File: src/rtl/rf_pkg.sv
// Shared widths and constants for the scoreboarded register file.
package rf_pkg;

    localparam int unsigned RF_DATA_W = 32;
    localparam int unsigned RF_ADDR_W = 5;
    localparam int unsigned REG_ZERO  = 0;

endpackage

File: src/rtl/regfile_sb_if.sv
// Decode/writeback-facing bus of the register file; clock and reset stay outside.
interface regfile_sb_if
    import rf_pkg::*;
#(
    parameter int unsigned DATA_W = RF_DATA_W,
    parameter int unsigned ADDR_W = RF_ADDR_W,
    parameter int unsigned NREAD  = 2
);

    logic [NREAD*ADDR_W-1:0] raddr;
    logic [NREAD*DATA_W-1:0] rdata;
    logic [NREAD-1:0]        rbusy;
    logic                    wa_en;
    logic [ADDR_W-1:0]       wa_addr;
    logic [DATA_W-1:0]       wa_data;
    logic                    wb_en;
    logic [ADDR_W-1:0]       wb_addr;
    logic [DATA_W-1:0]       wb_data;
    logic                    sb_set;
    logic [ADDR_W-1:0]       sb_addr;
    logic                    hilo_we;
    logic [DATA_W-1:0]       hi_wdata;
    logic [DATA_W-1:0]       lo_wdata;
    logic [DATA_W-1:0]       hi_rdata;
    logic [DATA_W-1:0]       lo_rdata;
    logic                    waw_err;

    modport master (
        output raddr, wa_en, wa_addr, wa_data, wb_en, wb_addr, wb_data,
               sb_set, sb_addr, hilo_we, hi_wdata, lo_wdata,
        input  rdata, rbusy, hi_rdata, lo_rdata, waw_err
    );

    modport slave (
        input  raddr, wa_en, wa_addr, wa_data, wb_en, wb_addr, wb_data,
               sb_set, sb_addr, hilo_we, hi_wdata, lo_wdata,
        output rdata, rbusy, hi_rdata, lo_rdata, waw_err
    );

endinterface

File: src/rtl/rf_scoreboard.sv
// Per-register busy bits for pending multicycle results, with WAW detection.
module rf_scoreboard
    import rf_pkg::*;
#(
    parameter int unsigned ADDR_W = RF_ADDR_W,
    parameter int unsigned NREAD  = 2
) (
    input  logic                    clk,
    input  logic                    reset,
    input  logic [NREAD*ADDR_W-1:0] raddr,
    input  logic                    wa_en,
    input  logic [ADDR_W-1:0]       wa_addr,
    input  logic                    wb_en,
    input  logic [ADDR_W-1:0]       wb_addr,
    input  logic                    sb_set,
    input  logic [ADDR_W-1:0]       sb_addr,
    output logic [NREAD-1:0]        rbusy_c,
    output logic                    waw_err
);

    localparam int unsigned        DEPTH = 1 << ADDR_W;
    localparam logic [ADDR_W-1:0]  ZERO  = ADDR_W'(REG_ZERO);

    logic [DEPTH-1:0] busy;
    logic [DEPTH-1:0] busy_nxt;
    logic             waw_nxt;

    // Set is applied after clear so a back-to-back issue keeps the register busy.
    always_comb begin
        busy_nxt = busy;
        if (wb_en && (wb_addr != ZERO)) busy_nxt[wb_addr] = 1'b0;
        if (sb_set && (sb_addr != ZERO)) busy_nxt[sb_addr] = 1'b1;
    end

    // A same-cycle late writeback to the target resolves the hazard, so no error.
    assign waw_nxt = wa_en && (wa_addr != ZERO) && busy[wa_addr]
                     && !(wb_en && (wb_addr == wa_addr));

    always_ff @(posedge clk or posedge reset) begin
        if (reset) begin
            busy    <= '0;
            waw_err <= 1'b0;
        end else begin
            busy    <= busy_nxt;
            waw_err <= waw_nxt;
        end
    end

    for (genvar i = 0; i < NREAD; i++) begin : g_rbusy
        logic [ADDR_W-1:0] ra;
        assign ra         = raddr[i*ADDR_W +: ADDR_W];
        assign rbusy_c[i] = busy[ra] && !(wb_en && (wb_addr == ra));
    end

endmodule

File: src/rtl/regfile_sb.sv
// GPR file with NREAD write-first read ports, two write ports, HI/LO and a busy scoreboard.
module regfile_sb
    import rf_pkg::*;
#(
    parameter int unsigned DATA_W = RF_DATA_W,
    parameter int unsigned ADDR_W = RF_ADDR_W,
    parameter int unsigned NREAD  = 2
) (
    input  logic         RF_CLK,
    input  logic         reset,
    regfile_sb_if.slave  bus
);

    localparam int unsigned        DEPTH = 1 << ADDR_W;
    localparam logic [ADDR_W-1:0]  ZERO  = ADDR_W'(REG_ZERO);

    logic [DATA_W-1:0] regs [DEPTH];
    logic [DATA_W-1:0] hi_q;
    logic [DATA_W-1:0] lo_q;
    logic              wa_hit;
    logic              wb_hit;

    assign wa_hit = bus.wa_en && (bus.wa_addr != ZERO);
    assign wb_hit = bus.wb_en && (bus.wb_addr != ZERO);

    // Port A is written last so it wins a same-index collision with port B.
    always_ff @(posedge RF_CLK or posedge reset) begin
        if (reset) begin
            for (int unsigned r = 0; r < DEPTH; r++) regs[r] <= '0;
            hi_q <= '0;
            lo_q <= '0;
        end else begin
            if (wb_hit) regs[bus.wb_addr] <= bus.wb_data;
            if (wa_hit) regs[bus.wa_addr] <= bus.wa_data;
            if (bus.hilo_we) begin
                hi_q <= bus.hi_wdata;
                lo_q <= bus.lo_wdata;
            end
        end
    end

    // Entry 0 is never written, so reading it through the array yields zero.
    for (genvar i = 0; i < NREAD; i++) begin : g_read
        logic [ADDR_W-1:0] ra;
        assign ra = bus.raddr[i*ADDR_W +: ADDR_W];
        assign bus.rdata[i*DATA_W +: DATA_W] =
            (wa_hit && (bus.wa_addr == ra)) ? bus.wa_data :
            (wb_hit && (bus.wb_addr == ra)) ? bus.wb_data :
                                              regs[ra];
    end

    assign bus.hi_rdata = hi_q;
    assign bus.lo_rdata = lo_q;

    rf_scoreboard #(
        .ADDR_W (ADDR_W),
        .NREAD  (NREAD)
    ) u_sb (
        .clk     (RF_CLK),
        .reset   (reset),
        .raddr   (bus.raddr),
        .wa_en   (bus.wa_en),
        .wa_addr (bus.wa_addr),
        .wb_en   (bus.wb_en),
        .wb_addr (bus.wb_addr),
        .sb_set  (bus.sb_set),
        .sb_addr (bus.sb_addr),
        .rbusy_c (bus.rbusy),
        .waw_err (bus.waw_err)
    );

endmodule

File: src/flat_wrapper.sv
// flat-port wrapper written by rule: the top's interface ports become plain ports
module regfile_sb_flat import rf_pkg::*;
#(
    parameter int unsigned DATA_W = RF_DATA_W,
    parameter int unsigned ADDR_W = RF_ADDR_W,
    parameter int unsigned NREAD  = 2
)
  (RF_CLK, reset, bus_raddr, bus_wa_en, bus_wa_addr, bus_wa_data, bus_wb_en, bus_wb_addr, bus_wb_data, bus_sb_set, bus_sb_addr, bus_hilo_we, bus_hi_wdata, bus_lo_wdata, bus_rdata, bus_rbusy, bus_hi_rdata, bus_lo_rdata, bus_waw_err);
  regfile_sb_if #(.DATA_W(DATA_W), .ADDR_W(ADDR_W), .NREAD(NREAD)) bus_i ();
  input  logic RF_CLK;
  input  logic reset;
  input wire logic [$bits(bus_i.raddr)-1:0] bus_raddr;
  input wire logic [$bits(bus_i.wa_en)-1:0] bus_wa_en;
  input wire logic [$bits(bus_i.wa_addr)-1:0] bus_wa_addr;
  input wire logic [$bits(bus_i.wa_data)-1:0] bus_wa_data;
  input wire logic [$bits(bus_i.wb_en)-1:0] bus_wb_en;
  input wire logic [$bits(bus_i.wb_addr)-1:0] bus_wb_addr;
  input wire logic [$bits(bus_i.wb_data)-1:0] bus_wb_data;
  input wire logic [$bits(bus_i.sb_set)-1:0] bus_sb_set;
  input wire logic [$bits(bus_i.sb_addr)-1:0] bus_sb_addr;
  input wire logic [$bits(bus_i.hilo_we)-1:0] bus_hilo_we;
  input wire logic [$bits(bus_i.hi_wdata)-1:0] bus_hi_wdata;
  input wire logic [$bits(bus_i.lo_wdata)-1:0] bus_lo_wdata;
  output wire logic [$bits(bus_i.rdata)-1:0] bus_rdata;
  output wire logic [$bits(bus_i.rbusy)-1:0] bus_rbusy;
  output wire logic [$bits(bus_i.hi_rdata)-1:0] bus_hi_rdata;
  output wire logic [$bits(bus_i.lo_rdata)-1:0] bus_lo_rdata;
  output wire logic [$bits(bus_i.waw_err)-1:0] bus_waw_err;
  assign bus_i.raddr = bus_raddr;
  assign bus_i.wa_en = bus_wa_en;
  assign bus_i.wa_addr = bus_wa_addr;
  assign bus_i.wa_data = bus_wa_data;
  assign bus_i.wb_en = bus_wb_en;
  assign bus_i.wb_addr = bus_wb_addr;
  assign bus_i.wb_data = bus_wb_data;
  assign bus_i.sb_set = bus_sb_set;
  assign bus_i.sb_addr = bus_sb_addr;
  assign bus_i.hilo_we = bus_hilo_we;
  assign bus_i.hi_wdata = bus_hi_wdata;
  assign bus_i.lo_wdata = bus_lo_wdata;
  assign bus_rdata = bus_i.rdata;
  assign bus_rbusy = bus_i.rbusy;
  assign bus_hi_rdata = bus_i.hi_rdata;
  assign bus_lo_rdata = bus_i.lo_rdata;
  assign bus_waw_err = bus_i.waw_err;
  regfile_sb #(.DATA_W(DATA_W), .ADDR_W(ADDR_W), .NREAD(NREAD)) u_core (.RF_CLK(RF_CLK), .reset(reset), .bus(bus_i));
endmodule
File: config.mk
export PLATFORM = sky130hd
export DESIGN_NAME = regfile_sb_flat
export DESIGN_NICKNAME = d
export VERILOG_FILES = /design/src/rtl/rf_pkg.sv /design/src/rtl/regfile_sb_if.sv /design/src/rtl/rf_scoreboard.sv /design/src/rtl/regfile_sb.sv /design/src/flat_wrapper.sv
export SDC_FILE = /design/constraint.sdc
export NUM_CORES = 2
export LEC_CHECK = 0
export ABC_AREA = 1
export CORE_MARGIN = 2
export CORE_UTILIZATION = 29
export CTS_CLUSTER_SIZE = 14
export DETAILED_ROUTE_END_ITERATION = 8
export PLACE_DENSITY_LB_ADDON = 0.05
export SLEW_MARGIN = 20
export SYNTH_ARGS = -nofsm -noshare
export SYNTH_HDL_FRONTEND = slang
export SYNTH_HIERARCHICAL = 1
export SYNTH_SLANG_ARGS = --single-unit
File: constraint.sdc
create_clock -name RF_CLK -period 65.5 [get_ports RF_CLK]
set_input_delay 9.825 -clock RF_CLK [delete_from_list [all_inputs] [get_ports RF_CLK]]
set_output_delay 9.825 -clock RF_CLK [all_outputs]
set_load 0.05 [all_outputs]
==> run_results.csv <==
group,metric,value,unit
status,status,"finished, final reports clean",
synthesis,ys_ff_latch,1121,
sta,min_period,25490,ps
setup_path,criticalPathCategory,"primary input to output port",
finish,fin_area,84100,sq um
synthesis,syn_inst,11100,
synthesis,syn_area,74100,sq um
cts,htreeDepth,4,
floorplanning,num_io_pins,290,
placed_design,place.gp.congestion,0.896,
floorplanning,fp.coreArea,254000,sq um
synthesis,yosysWarningCount,6,
power,ir_drop,0.0000204,V
placed_design,dp_slack,40300,ps
finish,final_cells,14200,
placed_design,place_inst,13900,
global_routing,overflow,0,
synthesis,yosysTopAreaCellShare,0.379,
route,drc,0,
finish,syn_to_final_growth,13.5,%
worst_hold_path,hold_class,"register to register",
synthesis,synth-main-ff-cell,"dfrtp_1",
floorplanning,die-area,260000,sq um
placed_design,placed_cell_area,79000,sq um
setup_path,cp_max_fo,80,
route,dr.pass1.iters,7,
power,p_sw_frac,0.370,
global_routing,antenna_found_initial,36,
synthesis,syn-num-nets,11300,
global_routing,grt_pass1_vias,78700,
cts,cts_tree,"done",
finish,fin_util,0.331,
sta,setup_viol,0,
cts,clkLatencyLatePin,830,ps
cts,cts.clk_slew.worst_paths,50,ps
floorplanning,start_util,0.291,
floorplanning,rows,185,
power,pwr-share-seq,0.385,
cts,cts_root_buf,"clkbuf_16",
sta,maxSlewHeadroom,0.157,
sta,fin_crit_sh,0.389,
sta,skew,9.82,ps
synthesis,synth_most_common_cell,"nand2_1",
global_routing,gr-usage-met2,0.519,
cts,cts_hold_buf,0,
sta,worst_pin_slew,1260,ps
route,ant_nets,0,
finish,finalNetCount,10800,
synthesis,yosysUniqueCellTypes,40,
job,max_cap_violations,0,
global_routing,grt_first_pass_wirelength,652,mm
global_routing,grt_max_degree,139,
synthesis,avgSynthCellArea,6.67,sq um
cts,cts_resized,0,
sta,slew_violations,0,
sta,hold_viol_final,0,
power,pwr-share-clk,0.339,
sta,fmax,0.0392,GHz
setup_path,startpoint_type,"primary input",
power,p_per_area,31.0,nW/um^2
setup_path,critPathCaptureType,"output port",
global_routing,grt_usage,0.354,
floorplanning,die_y,509,um
placed_design,dp_hpwl,258,mm
route,wl_per_cell,33.4,um
route,viasPerCell,6.03,
sta,worst_slack,40010,ps
placed_design,portBuffers,289,
synthesis,yosys.area.top_type,"dfrtp_1",
worst_hold_path,min_path_cells,0,
route,vias,85600,
power,switching_power,0.965,mW
setup_path,r2r_setup_slack,64260,ps
power,power_frac_comb,0.276,
route,drtIter0Drc,13000,
floorplanning,die_x,509,um
cts,cts.sinks,1121,
cts,cts_inserted_buffers,152,
power,leakage,37.6,nW
synthesis,seq_area_frac_synth,0.379,
synthesis,synth_common_cells,"nand2_1 (3502), nand3_1 (1626), dfrtp_1 (1121)",
sta,holdWs,376,ps
synthesis,ys_async_sr_fraction,1.00,
global_routing,grt_use_met3,0.0800,
cts,cts_setup_buffers,0,
synthesis,synth_edf_count,0,
sta,rsz0062_at_grt,"no",
setup_path,reg2reg_depth,8,
power,p_int,1.64,mW
sta,tns,0,ps
global_routing,grt.busiest_layer,"met2",
global_routing,grtUsageMet1,0.487,
cts,cts_buffer_depth,3,
route,drt_wl_total,474,mm
setup_path,crit_arrival,15670,ps
synthesis,synth_area_leaders,"dfrtp_1 (38%), nand2_1 (18%), nand3_1 (11%), o21ai_0 (6.7%), o211ai_1 (5.6%)",
setup_path,required,55670,ps
power,p_total,2.60,mW
finish,final_layout_size_suffix_gt1_frac,0.0639,
## registers in the layout, indices dropped and copies added, names as in the netlist
name,count
u_core/regs,1024
u_core/bus.hi_rdata,32
u_core/bus.lo_rdata,32
u_core/u_sb/busy,32
u_core/u_sb/waw_err,1
## kinds of logic (layout without fill, tap and decap cells)
family	Yosys count	in the layout	share of synthesized area
simple gates	5933	5933	0.336
compound gates	2248	2248	0.179
buf+inv	1711	1401	0.0940
flops	1121	1121	0.379
mux	69	69	0.0104
xor+xnor	16	16	0.00189
other cells	0	24	0
## final timing paths
kind / from / endpoint
max: bus_raddr[0] / bus_rdata[26]
min: u_core/u_sb/busy[0] / u_core/u_sb/busy[0]
max reg2reg: u_core/u_sb/busy[13] / u_core/u_sb/waw_err
min reg2reg: u_core/u_sb/busy[0] / u_core/u_sb/busy[0]
max in group asynchronous: reset / u_core/regs[362]
min in group asynchronous: reset / u_core/u_sb/busy[16]
## layout by cell type (no fill, tap or decap), types with 7 or more instances in the layout
cell type        instances
buf_4                  251
nand3_4                  7
clkbuf_16              158
diode_2                 24
o21ai_1                 90
clkinv_2                19
clkbuf_8                36
xor2_1                  12
a31oi_1                 76
clkbuf_1                52
nor2_4                  19
nand3_1               1621
clkinv_1                18
nand2_4                 29
a21oi_1                147
nand2_1               3471
bufinv_16                9
mux2_2                  64
o211ai_1               551
nand2_2                  9
o22ai_1                383
o21a_1                  14
inv_1                  526
nand4_1                  8
nor2_1                 528
dfrtp_1               1121
o21ai_0                985
inv_2                   24
nor3_4                   9
inv_6                    8
nor3_1                 207
clkdlybuf4s50_1        278
## metal layers
metal	vias up	routed length, um
li1	36400	-
met1	42300	199000
met2	5733	199000
met3	1071	49300
met4	12	26200
met5	-	76
## power groups by stage
stage / registers (mW) / clock network (mW) / logic [mW]
2_1_floorplan: 0.986 / 0 / 0.488
3_3_place_gp: 1.01 / 0 / 0.697
3_5_place_dp: 1.00 / 0 / 0.704
4_1_cts: 0.996 / 0.895 / 0.706
5_1_grt: 1.02 / 0.920 / 0.795
6_report: 1.00 / 0.883 / 0.718
## cell type report
class / instances / area [sq um]
fillers: 27300 / 170000
multi-input cells: 8266 / 39600
flip-flops and latches: 1121 / 28100
repair buffers: 541 / 4870
clock buffers: 244 / 4620
well taps: 3366 / 4210
inverters: 583 / 2250
clock inverters: 33 / 445
diodes: 24 / 60.1
## critical path, cell delays in order
cell,delay [ps]
buf_8,350
buf_4,760
buf_4,820
buf_4,950
buf_4,790
nand2_1,110
o21ai_0,110
nand2_1,70
nand3_1,120
nand3_1,90
nand3_1,140
nand2_1,100
nand2_1,80
nand2_1,130
nand2_1,90
clkdlybuf4s50_1,800
Power figures use the tool's default switching activity.
